--- config.mk ---
export PLATFORM = sky130hd
export DESIGN_NAME = instruction_fetch_unit
export DESIGN_NICKNAME = d
export VERILOG_FILES = /design/src/rtl/instruction_fetch_unit.sv
export SDC_FILE = /design/constraint.sdc
export NUM_CORES = 1
export LEC_CHECK = 0
export ABC_CLOCK_PERIOD_IN_PS = 3100
export BUFFER_PORTS_ARGS = -buffer_cell sky130_fd_sc_hd__buf_4
export CAP_MARGIN = 10
export CORE_AREA = 5 5 122 124
export DETAILED_ROUTE_END_ITERATION = 16
export DIE_AREA = 0 0 127 129
export RECOVER_POWER = 50
export SLEW_MARGIN = 20
export SYNTH_ARGS = -nofsm -noshare
export SYNTH_HDL_FRONTEND = slang
export SYNTH_SLANG_ARGS = --single-unit
--- constraint.sdc ---
create_clock -name i_clk -period 3.1 [get_ports i_clk]
set_input_delay 0.155 -clock i_clk [delete_from_list [all_inputs] [get_ports i_clk]]
set_output_delay 0.155 -clock i_clk [all_outputs]
set_load 0.02 [all_outputs]
--- src/rtl/instruction_fetch_unit.sv ---
// Bus initiator that fetches instruction words from the instruction memory window,
// splits them into fields and presents them to the execution engine on valid/ready.
module instruction_fetch_unit #(
  parameter logic [3:0]  INSTR_SELECT = 4'h1,
  parameter logic [11:0] START_PC     = 12'h000,
  parameter int unsigned INSTR_DEPTH  = 10,
  parameter logic [7:0]  HALT_OPCODE  = 8'hFF
) (
  input  logic         i_clk,
  input  logic         i_nreset,
  input  logic         i_start,
  output logic [15:0]  o_address,
  output logic         o_nread,
  input  logic [255:0] i_data_in,
  output logic         o_instr_valid,
  input  logic         i_instr_ready,
  output logic [7:0]   o_opcode,
  output logic [7:0]   o_dest,
  output logic [7:0]   o_src1,
  output logic [7:0]   o_src2,
  output logic [11:0]  o_pc,
  output logic         o_busy,
  output logic         o_halted
);

  localparam logic [11:0] LAST_PC = 12'(INSTR_DEPTH - 1);

  typedef enum logic [2:0] {
    S_IDLE,
    S_REQ,
    S_WAIT,
    S_ISSUE,
    S_HALT
  } state_t;

  state_t      r_state;
  logic [15:0] r_address;
  logic        r_nread;
  logic        r_instr_valid;
  logic [7:0]  r_opcode;
  logic [7:0]  r_dest;
  logic [7:0]  r_src1;
  logic [7:0]  r_src2;
  logic [11:0] r_pc;
  logic        r_busy;
  logic        r_halted;

  state_t      w_state_next;
  logic [15:0] w_address_next;
  logic        w_nread_next;
  logic        w_instr_valid_next;
  logic [7:0]  w_opcode_next;
  logic [7:0]  w_dest_next;
  logic [7:0]  w_src1_next;
  logic [7:0]  w_src2_next;
  logic [11:0] w_pc_next;
  logic        w_busy_next;
  logic        w_halted_next;

  logic [11:0] w_pc_inc;
  logic        w_stop;
  logic        w_unused_data;

  // Only the low word of the wide data bus carries an instruction.
  assign w_unused_data = ^i_data_in[255:32];

  assign w_pc_inc = r_pc + 12'd1;
  // End-of-memory is checked before incrementing, so the PC never wraps.
  assign w_stop   = (r_opcode == HALT_OPCODE) || (r_pc == LAST_PC);

  always_comb begin
    w_state_next       = r_state;
    w_address_next     = r_address;
    w_nread_next       = r_nread;
    w_instr_valid_next = r_instr_valid;
    w_opcode_next      = r_opcode;
    w_dest_next        = r_dest;
    w_src1_next        = r_src1;
    w_src2_next        = r_src2;
    w_pc_next          = r_pc;
    w_busy_next        = r_busy;
    w_halted_next      = r_halted;

    case (r_state)
      S_IDLE, S_HALT: begin
        if (i_start) begin
          w_state_next   = S_REQ;
          w_pc_next      = START_PC;
          w_address_next = {INSTR_SELECT, START_PC};
          w_nread_next   = 1'b0;
          w_busy_next    = 1'b1;
          w_halted_next  = 1'b0;
        end
      end

      S_REQ: begin
        // Memory samples the request on this edge; its data appears one edge later.
        w_state_next = S_WAIT;
      end

      S_WAIT: begin
        w_state_next       = S_ISSUE;
        w_opcode_next      = i_data_in[31:24];
        w_dest_next        = i_data_in[23:16];
        w_src1_next        = i_data_in[15:8];
        w_src2_next        = i_data_in[7:0];
        w_instr_valid_next = 1'b1;
        w_nread_next       = 1'b1;
        w_address_next     = 16'h0000;
      end

      S_ISSUE: begin
        if (i_instr_ready) begin
          w_instr_valid_next = 1'b0;
          if (w_stop) begin
            w_state_next  = S_HALT;
            w_busy_next   = 1'b0;
            w_halted_next = 1'b1;
          end else begin
            // Next fetch goes out on the handshake edge itself.
            w_state_next   = S_REQ;
            w_pc_next      = w_pc_inc;
            w_address_next = {INSTR_SELECT, w_pc_inc};
            w_nread_next   = 1'b0;
          end
        end
      end

      default: begin
        w_state_next       = S_IDLE;
        w_address_next     = 16'h0000;
        w_nread_next       = 1'b1;
        w_instr_valid_next = 1'b0;
        w_busy_next        = 1'b0;
        w_halted_next      = 1'b0;
      end
    endcase
  end

  always_ff @(posedge i_clk or negedge i_nreset) begin
    if (!i_nreset) begin
      r_state       <= S_IDLE;
      r_address     <= 16'h0000;
      r_nread       <= 1'b1;
      r_instr_valid <= 1'b0;
      r_opcode      <= 8'h00;
      r_dest        <= 8'h00;
      r_src1        <= 8'h00;
      r_src2        <= 8'h00;
      r_pc          <= START_PC;
      r_busy        <= 1'b0;
      r_halted      <= 1'b0;
    end else begin
      r_state       <= w_state_next;
      r_address     <= w_address_next;
      r_nread       <= w_nread_next;
      r_instr_valid <= w_instr_valid_next;
      r_opcode      <= w_opcode_next;
      r_dest        <= w_dest_next;
      r_src1        <= w_src1_next;
      r_src2        <= w_src2_next;
      r_pc          <= w_pc_next;
      r_busy        <= w_busy_next;
      r_halted      <= w_halted_next;
    end
  end

  assign o_address     = r_address;
  assign o_nread       = r_nread;
  assign o_instr_valid = r_instr_valid;
  assign o_opcode      = r_opcode;
  assign o_dest        = r_dest;
  assign o_src1        = r_src1;
  assign o_src2        = r_src2;
  assign o_pc          = r_pc;
  assign o_busy        = r_busy;
  assign o_halted      = r_halted;

endmodule

* After elaboration in Yosys (flattened, before gate mapping)
Cells that the tools add are included.
** Storage, ports and cells
- Flip-flop bits (word level) :: 67
- Input bits :: 260
- Output and inout bits :: 64
- Logic and storage cells :: 61
** Cells by class
- $add $sub $neg :: 1
- Eq/ne operators :: 10
- Multiplexer cells :: 25
- Bitwise operators :: 3
- Reductions and logical operators :: 11
** Operators by type and width (number)
- $mux 16 :: 3
- $pmux 16 s3 :: 1
- $mux 12 :: 3
- $pmux 12 s2 :: 1
- $add 12x1->12 const B :: 1
- $eq 12x4->1 const B :: 1
- $pmux 1 s3 :: 4
- $pmux 3 s4 :: 1
- $reduce_and 4->1 :: 3
- $mux 1 :: 9
- $mux 3 :: 3
- $eq 8x8->1 const B :: 1
- $ne 2x2->1 const B :: 4
- $eq 3x2->1 const B :: 2
- $reduce_and 2->1 :: 2
- $reduce_or 2->1 :: 2
- $eq 3x1->1 const B :: 1
- $eq 3x3->1 const B :: 1
- $logic_not 3->1 :: 1
- $not 1->1 :: 3
- $reduce_or 3->1 :: 1
- $reduce_bool 2->1 :: 1
- $logic_or 1x1->1 :: 1

* Longest topological paths before layout
Gate-level depths: netlist (run 1).
- Depth in word-level cells :: 5
- Depth in mapped cells :: 7

* Worst setup path before layout (run 1)
No wires, ideal clock.
- Path kind :: flip-flop to flip-flop
- Start point :: register r_pc[0], in the netlist o_pc[0]
- End point :: register r_pc[8], in the netlist o_pc[8]
- Arrival :: 1.719 ns
- Data required time :: 2.976 ns
- Slack :: 1.257 ns
- Stages on the path, launching flop included :: 7
- Clock period less this slack :: 1.843 ns
- Cell sequence :: dfrtp_1 ha_1 nand3_2 nor2_1 nand3_1 and3_1 a211o_1
** Between the ends
- Word-level cells in the longest chain between the ends :: 4
** Ends and longest elaborated chain
- from (decl) :: line 44 : logic [11:0] r_pc;
- from (signal assigned) :: line 162 : r_pc <= w_pc_next;
- $add 12x1->12 / $eq 12x4->1 (equally long branches) :: line 67, 69
- $mux 12 / $logic_or 1x1->1 (equally long branches) :: line 115, 69
- $mux 12 / $ne 2x2->1 (equally long branches)
- $pmux 12 s2 / $reduce_and 4->1 (equally long branches)
Several ways; a longest one is shown, not always the timed one. The select of a mux whose other input is x is not followed.
A chain may end at the register's enable or synchronous reset.

* Worst setup path after layout (run 1)
- Start point :: register r_pc[6], in the netlist o_pc[6]
- End point :: register r_address[4], in the netlist o_address[4]
** Between the ends
- Word-level cells in the longest chain between the ends :: 4
** Ends and longest elaborated chain
- $eq 12x4->1 :: line 69 : assign w_stop = (r_opcode == HALT_OPCODE) || (r_pc == LAST_PC);
- $logic_or 1x1->1 :: line 69
- $ne 2x2->1 (no source line)
- $reduce_and 4->1 (no source line)
- to (signal assigned) :: line 155 : r_address <= w_address_next;
- to (decl) :: line 37 : logic [15:0] r_address;
No other way between the ends.

==> results of run 1 <==
## cell usage after synthesis (4+ instances only)
cell / instances / area share, %
dfrtp_1: 63 / 54
nand3_1: 4 / 0.69
buf_2: 8 / 1.4
o21ai_0: 7 / 1.2
o2bb2ai_1: 10 / 3.0
nand2_1: 10 / 1.3
nor3_2: 4 / 1.4
nand2b_1: 5 / 1.1
mux2_2: 32 / 12
nor2_1: 8 / 1.0
nand4_1: 4 / 0.86
a21oi_1: 7 / 1.2
a211oi_2: 4 / 1.7
a21o_1: 13 / 3.3
nor4_1: 4 / 0.86
buf_4: 6 / 1.5
nor3_1: 5 / 0.86
## metal layers
| layer | track usage (%) | share of wire [%] |
|---|---|---|
| met1 | 11.9 | 41 |
| met2 | 15.7 | 47 |
| met3 | 4.65 | 9.8 |
| met4 | 4.79 | 2.0 |
| met5 | 0 | 0 |
## per-stage QoR
step                worst slack, ns  instances  cell area (µm²)
finish                         1.11        516             3960
global route                  0.923        516             3960
CTS                            1.09        516             4170
detailed placement             1.15        499             3790
global placement               1.12        499             3790
floorplan                      1.26        239             2930
## worst min path at each step
stage | from | to | cells after the start
after detailed placement | i_nreset | o_halted | 1
after CTS | i_data_in[19] | o_dest[3] | 2
after floorplan | i_nreset | o_address[0] | 0
final | i_data_in[19] | o_dest[3] | 2
after global routing | i_data_in[1] | o_src2[1] | 2
after global placement | i_nreset | o_src2[6] | 1
## flip-flops by register name (all words and copies together), names as in the netlist
signal / cells
o_address: 13
o_pc: 12
o_dest: 8
o_opcode: 8
o_src1: 8
o_src2: 8
r_state: 3
o_busy: 1
o_halted: 1
o_instr_valid: 1
o_nread: 1
## cells by family (layout without fill, tap and decap cells)
kind of cell / Yosys count / after routing / synth area share, %
AOI/OAI and AO/OA: 52 / 52 / 13.6
xor gates and xnor gates: 6 / 6 / 1.80
adders and majority gates: 2 / 2 / 0.857
buffers and inverters: 21 / 118 / 4.20
DFF: 64 / 64 / 54.9
muxes: 32 / 32 / 12.3
other: 1 / 3 / 0.128
and+or+nand+nor: 59 / 59 / 12.1
## area by class of cell
type | count | area, µm²
Fill cell | 1476 | 9710
Sequential cell | 64 | 1600
Multi-Input combinational cell | 154 | 1210
Timing Repair Buffer | 99 | 537
Clock buffer | 10 | 239
Tap cell | 180 | 225
Clock inverter | 6 | 130
Inverter | 3 | 11.3
## power by group
group / internal (mW) / switching (mW) / total [mW]
registers: 1.21 / 0.343 / 1.55
logic: 0.704 / 1.16 / 1.86
clock network: 0.885 / 0.367 / 1.25
==> flow_metrics.tcl, run 1 <==
set metrics [dict create \
    slowest_stage "o21ai_2" \
    avgSynthCellArea_um2 12.3 \
    irDropWorstVdd_v 0.000607 \
    hold_viol_final 0 \
    cts_setup_buffers 0 \
    antennaDiodeCount 0 \
    maxSlewViolCount 65 \
    routedWlPerCell_um 15.5 \
    crit_start "o_pc[6]" \
    p_per_area_nw_per_um2 1180 \
    leakage_nw 1.71 \
    synth_warnings 0 \
    grt_pass1_wl_um 13000 \
    fin_skew_ns 0.00666 \
    cap_violations 1 \
    syn-cell-area_um2 2920 \
    cts_resized 0 \
    post-route-period-util_pct 64.2 \
    fp.dieW_um 127 \
    portBuffers 96 \
    drt-total-wl_um 7990 \
    htree_levels 3 \
    crit_path_end "o_address[4]" \
    coreArea_um2 13700 \
    final_cell_mix "dfrtp_1, clkbuf_1, buf_4" \
    layout-area-overhead-vs-synth_pct 35.5 \
    antenna_left 0 \
    cts_max_path_buffers 2 \
    dr.pass1.iters 4 \
    slew_headroom_pct -5.86 \
    worstPathMaxFanout 12 \
    globalRouteOverflowTotal 0 \
    path_cells "nor4b_1 > and4_4 > nor3_2 > o21ai_2 > o2bb2ai_1" \
    clockRootBuffer "clkbuf_16" \
    grt_max_degree 65 \
    antenna_found_initial 0 \
    cts_tree "built" \
    via_count 2241 \
    synth-main-ff-cell "dfrtp_1" \
    clk_pin_slew_worst_paths_ns 0.06 \
    violations "capacitance limit, slew limit" \
    seq_area_frac_synth_pct 54.9 \
    power_mw 4.66 \
    worst-r2r-setup-slack_ns 1.11 \
    clock_latency_ns 0.33 \
    nNetsFinal 593 \
    cp.depth 5 \
    worst_hold_slack_ns 0.0561 \
    r2r-end "o_address[4]" \
    crit_buf_inv 0 \
    finalCriticalPeriod_ns 1.99 \
    rsz0062_at_grt "false" \
    crit_type "reg2reg" \
    drtIter0Drc 147 \
    synth_edf_count 0 \
    viasPerCell 4.34 \
    arrival_ns 2.23 \
    worstMarginPinSlew_ns 1.59 \
    max_freq_mhz 502 \
    cp-end-kind "flop" \
    tns_ns 0 \
    ios 324 \
    async_flop_share_pct 100 \
    grt_pass1_vias 2410 \
    initial_utilization_pct 21.4 \
    cts-buffers-inserted 9 \
    yosysUniqueCellTypes 45 \
    dieArea_um2 16400 \
    dp_hpwl_um 5950 \
    path_delay_family "compound AO/OA/AOI/OAI gates" \
    ys_ff_latch 64 \
    fin_util_pct 29.0 \
    post-route-drc-count 0 \
    drive_gt1_share_pct 32.4 \
    die_h_um 129 \
    final_common_cell "dfrtp_1" \
    postSynthCellCount 237 \
    gr-usage-all-layers_pct 10.1 \
    min_path_type "in2reg" \
    cts_hold_buf 1 \
    required_ns 3.34 \
    max_stage_delay_ns 0.52 \
    gp_congestion 0.793 \
    rr_startpoint "o_pc[6]" \
    r2r.worst_path.cells 5 \
    cts_sinks 64 \
    status "complete, but fails checks" \
    crit_path_start_kind "flop" \
    final-setup-viol-count 0 \
    row_count 43 \
]
(Power assumes the default switching activity.)
==> run 2, diff against run 1 <==
--- a/config.mk
+++ b/config.mk
@@ -5,7 +5,7 @@
 export SDC_FILE = /design/constraint.sdc
 export NUM_CORES = 1
 export LEC_CHECK = 0
-export ABC_CLOCK_PERIOD_IN_PS = 3100
+export ABC_CLOCK_PERIOD_IN_PS = 1800
 export BUFFER_PORTS_ARGS = -buffer_cell sky130_fd_sc_hd__buf_4
 export CAP_MARGIN = 10
 export CORE_AREA = 5 5 122 124
==> constraint.sdc (replaced) <==
create_clock -name i_clk -period 1.8 [get_ports i_clk]
set_input_delay 0.09 -clock i_clk [delete_from_list [all_inputs] [get_ports i_clk]]
set_output_delay 0.09 -clock i_clk [all_outputs]
set_load 0.02 [all_outputs]
==> run 2 against run 1 <==
Effect of this change:
- the run now ends clean
- clock power increased by 46%
- wire length increased by 7.3%
- utilization increased by 4.1 points
- sequential share of layout area decreased by 5.0 points
- fmax increased by 14%
- global-route usage increased by 0.88 points
- via count increased by 9.1%
- worst setup slack got worse by 1.1 ns
- first-iteration DRC count increased by 8.8%
==> flow_metrics.tcl, run 2 (synthesized netlist as in run 1, its figures left out) <==
set metrics [dict create \
    dpl.cell_count 524 \
    drt-total-wl_um 8570 \
    antenna_left 0 \
    grt_use_met2_pct 16.7 \
    drive_gt1_share_pct 41.2 \
    met3_usage_pct 4.82 \
    power_mw 8.44 \
    worst-r2r-setup-slack_ns 0.05 \
    whs_endpoint "o_src2[4]" \
    hold_depth 2 \
    grt_pass1_wl_um 14100 \
    power.switching_mw 3.32 \
    p_comb_share_pct 48.8 \
    finalCriticalPeriod_ns 1.75 \
    met1_usage_pct 13.3 \
    status "complete, no violations" \
    clockRootBuffer "clkbuf_16" \
    row_count 43 \
    cp-end-kind "flop" \
    cts_sinks 64 \
    layout-area-overhead-vs-synth_pct 54.9 \
    post-route-period-util_pct 97.3 \
    clock_latency_ns 0.33 \
    slew_headroom_pct 37.7 \
    rr_startpoint "o_pc[0]" \
    largest_register_ffs 13 \
    min_path_type "in2reg" \
    min_from "i_data_in[4]" \
    final_common_cell "buf_4" \
    initial_utilization_pct 21.4 \
    gp_congestion 0.819 \
    dp_hpwl_um 6360 \
    required_ns 2.06 \
    final_cell_mix "buf_4, dfrtp_1, mux2_2" \
    crit_path_start_kind "flop" \
    cts_setup_buffers 0 \
    irDropWorstVdd_v 0.000982 \
    htree_levels 3 \
    gr-usage-all-layers_pct 11.0 \
    arrival_ns 2.02 \
    coreArea_um2 13700 \
    intPower_mw 5.12 \
    antennaDiodeCount 0 \
    maxSlewViolCount 0 \
    antenna_found_initial 0 \
    cts_max_path_buffers 2 \
    viasPerCell 4.30 \
    fin_skew_ns 0.00688 \
    r2r-end "o_pc[7]" \
    drtIter0Drc 160 \
    fin_area_um2 4520 \
    stdcell_count 568 \
    fp.dieW_um 127 \
    clock_power_share_pct 21.5 \
    portBuffers 96 \
    fin_util_pct 33.1 \
    nFillCells 1415 \
    nNetsFinal 647 \
    cap_violations 0 \
    power_frac_seq_pct 29.7 \
    r2r.worst_path.cells 5 \
    worstPathMaxFanout 11 \
    final-setup-viol-count 0 \
    p_per_area_nw_per_um2 1870 \
    routedWlPerCell_um 15.1 \
    crit_type "reg2reg" \
    cts_tree "built" \
    globalRouteOverflowTotal 0 \
    dieArea_um2 16400 \
    grt_max_degree 38 \
    leakage_nw 2.03 \
    grt_pass1_vias 2611 \
    rsz0062_at_grt "false" \
    tns_ns 0 \
    cts-buffers-inserted 9 \
    clk_pin_slew_worst_paths_ns 0.05 \
    post-route-drc-count 0 \
    die_h_um 129 \
    max_freq_mhz 571 \
    worstMarginPinSlew_ns 0.934 \
    via_count 2445 \
    hold_viol_final 0 \
    ios 324 \
    dr.pass1.iters 4 \
    swShare_pct 39.3 \
    placed_cell_area_um2 4030 \
    busiest_layer "met2" \
]
## run 2: cell types whose count changed in the layout (fill, tap and decap cells not counted), moves of 2 or more
| cell | previous run | this run |
|---|---|---|
| bufinv_16 | 4 | 2 |
| buf_4 | 42 | 86 |
| clkbuf_1 | 55 | 30 |
| dfrtp_2 | 0 | 2 |
| dlygate4sd3_1 | 1 | 30 |
| dfrtp_1 | 63 | 61 |
| clkbuf_2 | 1 | 3 |
| buf_12 | 0 | 4 |
## run 2: how the worst max path moves through the flow
stage	slack, ns	depth (start not counted)	end	startpoint
3_5_place_dp	0.07	5	o_pc[8]	o_pc[0]
6_report	0.05	5	o_pc[7]	o_pc[0]
4_1_cts	0.04	5	o_pc[8]	o_pc[0]
3_3_place_gp	0.08	5	o_pc[7]	o_pc[0]
2_1_floorplan	0.04	6	o_pc[8]	o_pc[6]
5_1_grt	0.006	5	o_pc[8]	o_pc[4]
## run 2: layout make-up
class	instances	area (µm²)	area share, %
Inverter	3	11.3	0.249
Tap cell	180	225	4.98
Sequential cell	64	1610	35.5
Multi-Input combinational cell	154	1220	26.9
Timing Repair Buffer	153	1150	25.5
Clock buffer	10	239	5.28
Clock inverter	4	70.1	1.55
## run 2: timing repair
action,in CTS,in global routing
gates resized for setup,0,1
hold buffers,30,0
hold endpoints to repair,63,0
endpoints found under the setup margin,0,1
## run 2: stage by stage
step	worst slack [ns]	hold slack [ns]
after floorplan	0.0437	-0.206
after global placement	0.0751	0.0824
after detailed placement	0.0716	0.0848
after CTS	0.0390	0.000202
after global routing	0.00621	0.00589
final	0.0480	0.00889
## run 2: power by group through the flow
stage / clock network, mW / logic, mW / registers (mW)
after floorplan: 0 / 1.72 / 3.20
after global placement: 0 / 4.28 / 2.49
after detailed placement: 0 / 4.32 / 2.52
after CTS: 1.86 / 4.39 / 2.52
after global routing: 1.93 / 4.45 / 2.59
final: 1.82 / 4.12 / 2.51
## run 2: layer usage
layer / vias to the layer above / share of wire, %
met3: 12 / 11
met5: - / 0
met2: 102 / 45
li1: 1152 / -
met1: 1179 / 42
met4: 0 / 2.5
## run 2: worst max-delay path: stages, from the launching register on
cell and delay (ns):
dfrtp_2 0.43, ha_1 0.20, and4_4 0.16, or3_4 0.49
a211oi_2 0.27, a21o_1 0.12
==> run 3, diff against run 2 <==
--- a/config.mk
+++ b/config.mk
@@ -7,10 +7,11 @@
 export LEC_CHECK = 0
 export ABC_CLOCK_PERIOD_IN_PS = 1800
 export BUFFER_PORTS_ARGS = -buffer_cell sky130_fd_sc_hd__buf_4
-export CAP_MARGIN = 10
-export CORE_AREA = 5 5 122 124
+export CAP_MARGIN = 15
+export CORE_AREA = 5 5 124 126
+export CTS_BUF_LIST = sky130_fd_sc_hd__clkbuf_2 sky130_fd_sc_hd__clkbuf_4 sky130_fd_sc_hd__clkbuf_8
 export DETAILED_ROUTE_END_ITERATION = 16
-export DIE_AREA = 0 0 127 129
+export DIE_AREA = 0 0 129 131
 export RECOVER_POWER = 50
 export SLEW_MARGIN = 20
 export SYNTH_ARGS = -nofsm -noshare
==> run 3 against run 2 <==
Effect of this change:
- sequential power barely moved
- via count rose by 0.90%
- global-route usage fell by 0.28 points
- count of clock-buffer cells in the layout fell by 1
- combinational power fell by 2%
- fmax rose by 3.0%
- register-to-register slack improved by 0.05 ns
==> flow_metrics.tcl, run 3 (synthesized netlist as in run 1, its figures left out) <==
set metrics [dict create \
    row_count 44 \
    worstMarginPinSlew_ns 0.999 \
    layout-area-overhead-vs-synth_pct 51.1 \
    hold_depth 4 \
    crit_path_start_kind "flop" \
    die_h_um 131 \
    gp_congestion 0.830 \
    clockRootBuffer "clkbuf_8" \
    crit_type "reg2reg" \
    worstPathMaxFanout 11 \
    antennaDiodeCount 0 \
    cts_sinks 64 \
    rsz0062_at_grt "true" \
    power.switching_mw 3.32 \
    final_common_cell "buf_4" \
    crit_start "o_pc[0]" \
    post-route-drc-count 0 \
    multi_input_area_um2 1250 \
    grt_pass1_vias 2639 \
    worst_hold_slack_ns 0.0879 \
    max_freq_mhz 588 \
    fin_area_um2 4410 \
    final_cell_mix "buf_4, dfrtp_1, dlygate4sd3_1" \
    met1_usage_pct 12.4 \
    fin_util_pct 31.1 \
    stdcell_count 572 \
    dp_hpwl_um 6300 \
    cts_setup_buffers 0 \
    placed_cell_area_um2 3990 \
    nFillCells 1464 \
    rr_startpoint "o_pc[0]" \
    cts_max_path_buffers 2 \
    setup_slack_ns 0.0997 \
    antenna_found_initial 0 \
    finalCriticalPeriod_ns 1.70 \
    cts_tree "built" \
    drtIter0Drc 152 \
    antenna_left 0 \
    portBuffers 96 \
    initial_utilization_pct 20.6 \
    post-route-period-util_pct 94.5 \
    tns_ns 0 \
    cap_violations 0 \
    busiest_layer "met2" \
    final-setup-viol-count 0 \
    status "complete, no violations" \
    p_per_area_nw_per_um2 1730 \
    via_count 2467 \
    arrival_ns 1.98 \
    pre_cts_ws_ns 0.0632 \
    fp.dieW_um 129 \
    routedWlPerCell_um 15.3 \
    nNetsFinal 645 \
    dpl.cell_count 523 \
    swShare_pct 43.4 \
    leakage_nw 1.96 \
    met3_usage_pct 5.73 \
    hold_viol_final 0 \
    drive_gt1_share_pct 41.5 \
    clock_latency_ns 0.35 \
    cts-buffers-inserted 9 \
    htree_levels 3 \
    clock_power_share_pct 14.4 \
    ios 324 \
    globalRouteOverflowTotal 0 \
    min_path_type "in2reg" \
    seq_area_um2 1610 \
    power_frac_seq_pct 32.8 \
    r2r.worst_path.cells 5 \
    drt-total-wl_um 8740 \
    gr-usage-all-layers_pct 10.7 \
    p_comb_share_pct 52.8 \
    power_mw 7.65 \
    dieArea_um2 16900 \
    min_from "i_instr_ready" \
    cp-end-kind "flop" \
    slew_headroom_pct 33.4 \
    largest_register_ffs 13 \
    grt_use_met2_pct 16.8 \
    viasPerCell 4.31 \
    intPower_mw 4.33 \
    clk_pin_slew_worst_paths_ns 0.08 \
    fin_skew_ns 0.0104 \
    required_ns 2.08 \
    coreArea_um2 14200 \
    grt_max_degree 40 \
    grt_pass1_wl_um 14000 \
    worst-r2r-setup-slack_ns 0.1 \
    dr.pass1.iters 4 \
    irDropWorstVdd_v 0.000939 \
    maxSlewViolCount 0 \
]
[run 3: changes by cell type in the layout (fill, tap and decap cells not counted), sizes merged]
cell / previous run / this run
clkbuf: 43 / 39
dlygate4sd3: 30 / 33
buf: 90 / 88
bufinv: 2 / 0
clkinv: 2 / 4
clkinvlp: 0 / 2
inv: 3 / 4
[run 3: cell type report]
class                           count  share of cell area (%)
Inverter                            3                   0.255
Clock buffer                        9                    2.81
Timing Repair Buffer              151                    26.0
Sequential cell                    64                    36.4
Multi-Input combinational cell    154                    28.3
Tap cell                          184                    5.22
Clock inverter                      7                    1.08
[run 3: layer usage]
layer | wire length, µm | part of all wire [%]
met5 | 0 | 0
met4 | 100 | 1.1
met3 | 997 | 11
met1 | 3560 | 41
met2 | 4080 | 47
[run 3: timing repair]
action                                 CTS  global route
resized for setup                        0             5
hold buffers                            33             0
endpoints found under the hold margin   69             0
setup endpoints to repair                0            15
[run 3: power by group through the flow]
| stage | Sequential, mW | Combinational [mW] | Clock, mW |
|---|---|---|---|
| 2_1_floorplan | 3.20 | 1.72 | 0 |
| 3_3_place_gp | 2.50 | 4.18 | 0 |
| 3_5_place_dp | 2.53 | 4.22 | 0 |
| 4_1_cts | 2.52 | 4.28 | 1.13 |
| 5_1_grt | 2.60 | 4.37 | 1.19 |
| 6_report | 2.51 | 4.04 | 1.10 |
[run 3: worst max-delay path: stages, from the launching register on]
cell      delay [ns]
dfrtp_2         0.44
ha_1            0.21
and4_4          0.17
or3_4           0.44
a211oi_2        0.26
a21o_1          0.11
[run 3: path summary, 6_finish.rpt]
| path | to |
|---|---|
| setup reg to reg | o_pc[7] |
| min in group asynchronous | o_src1[3] |
| hold / removal | o_instr_valid |
| hold reg to reg | o_address[10] |
| max in group asynchronous | o_dest[0] |
| setup / recovery | o_pc[7] |
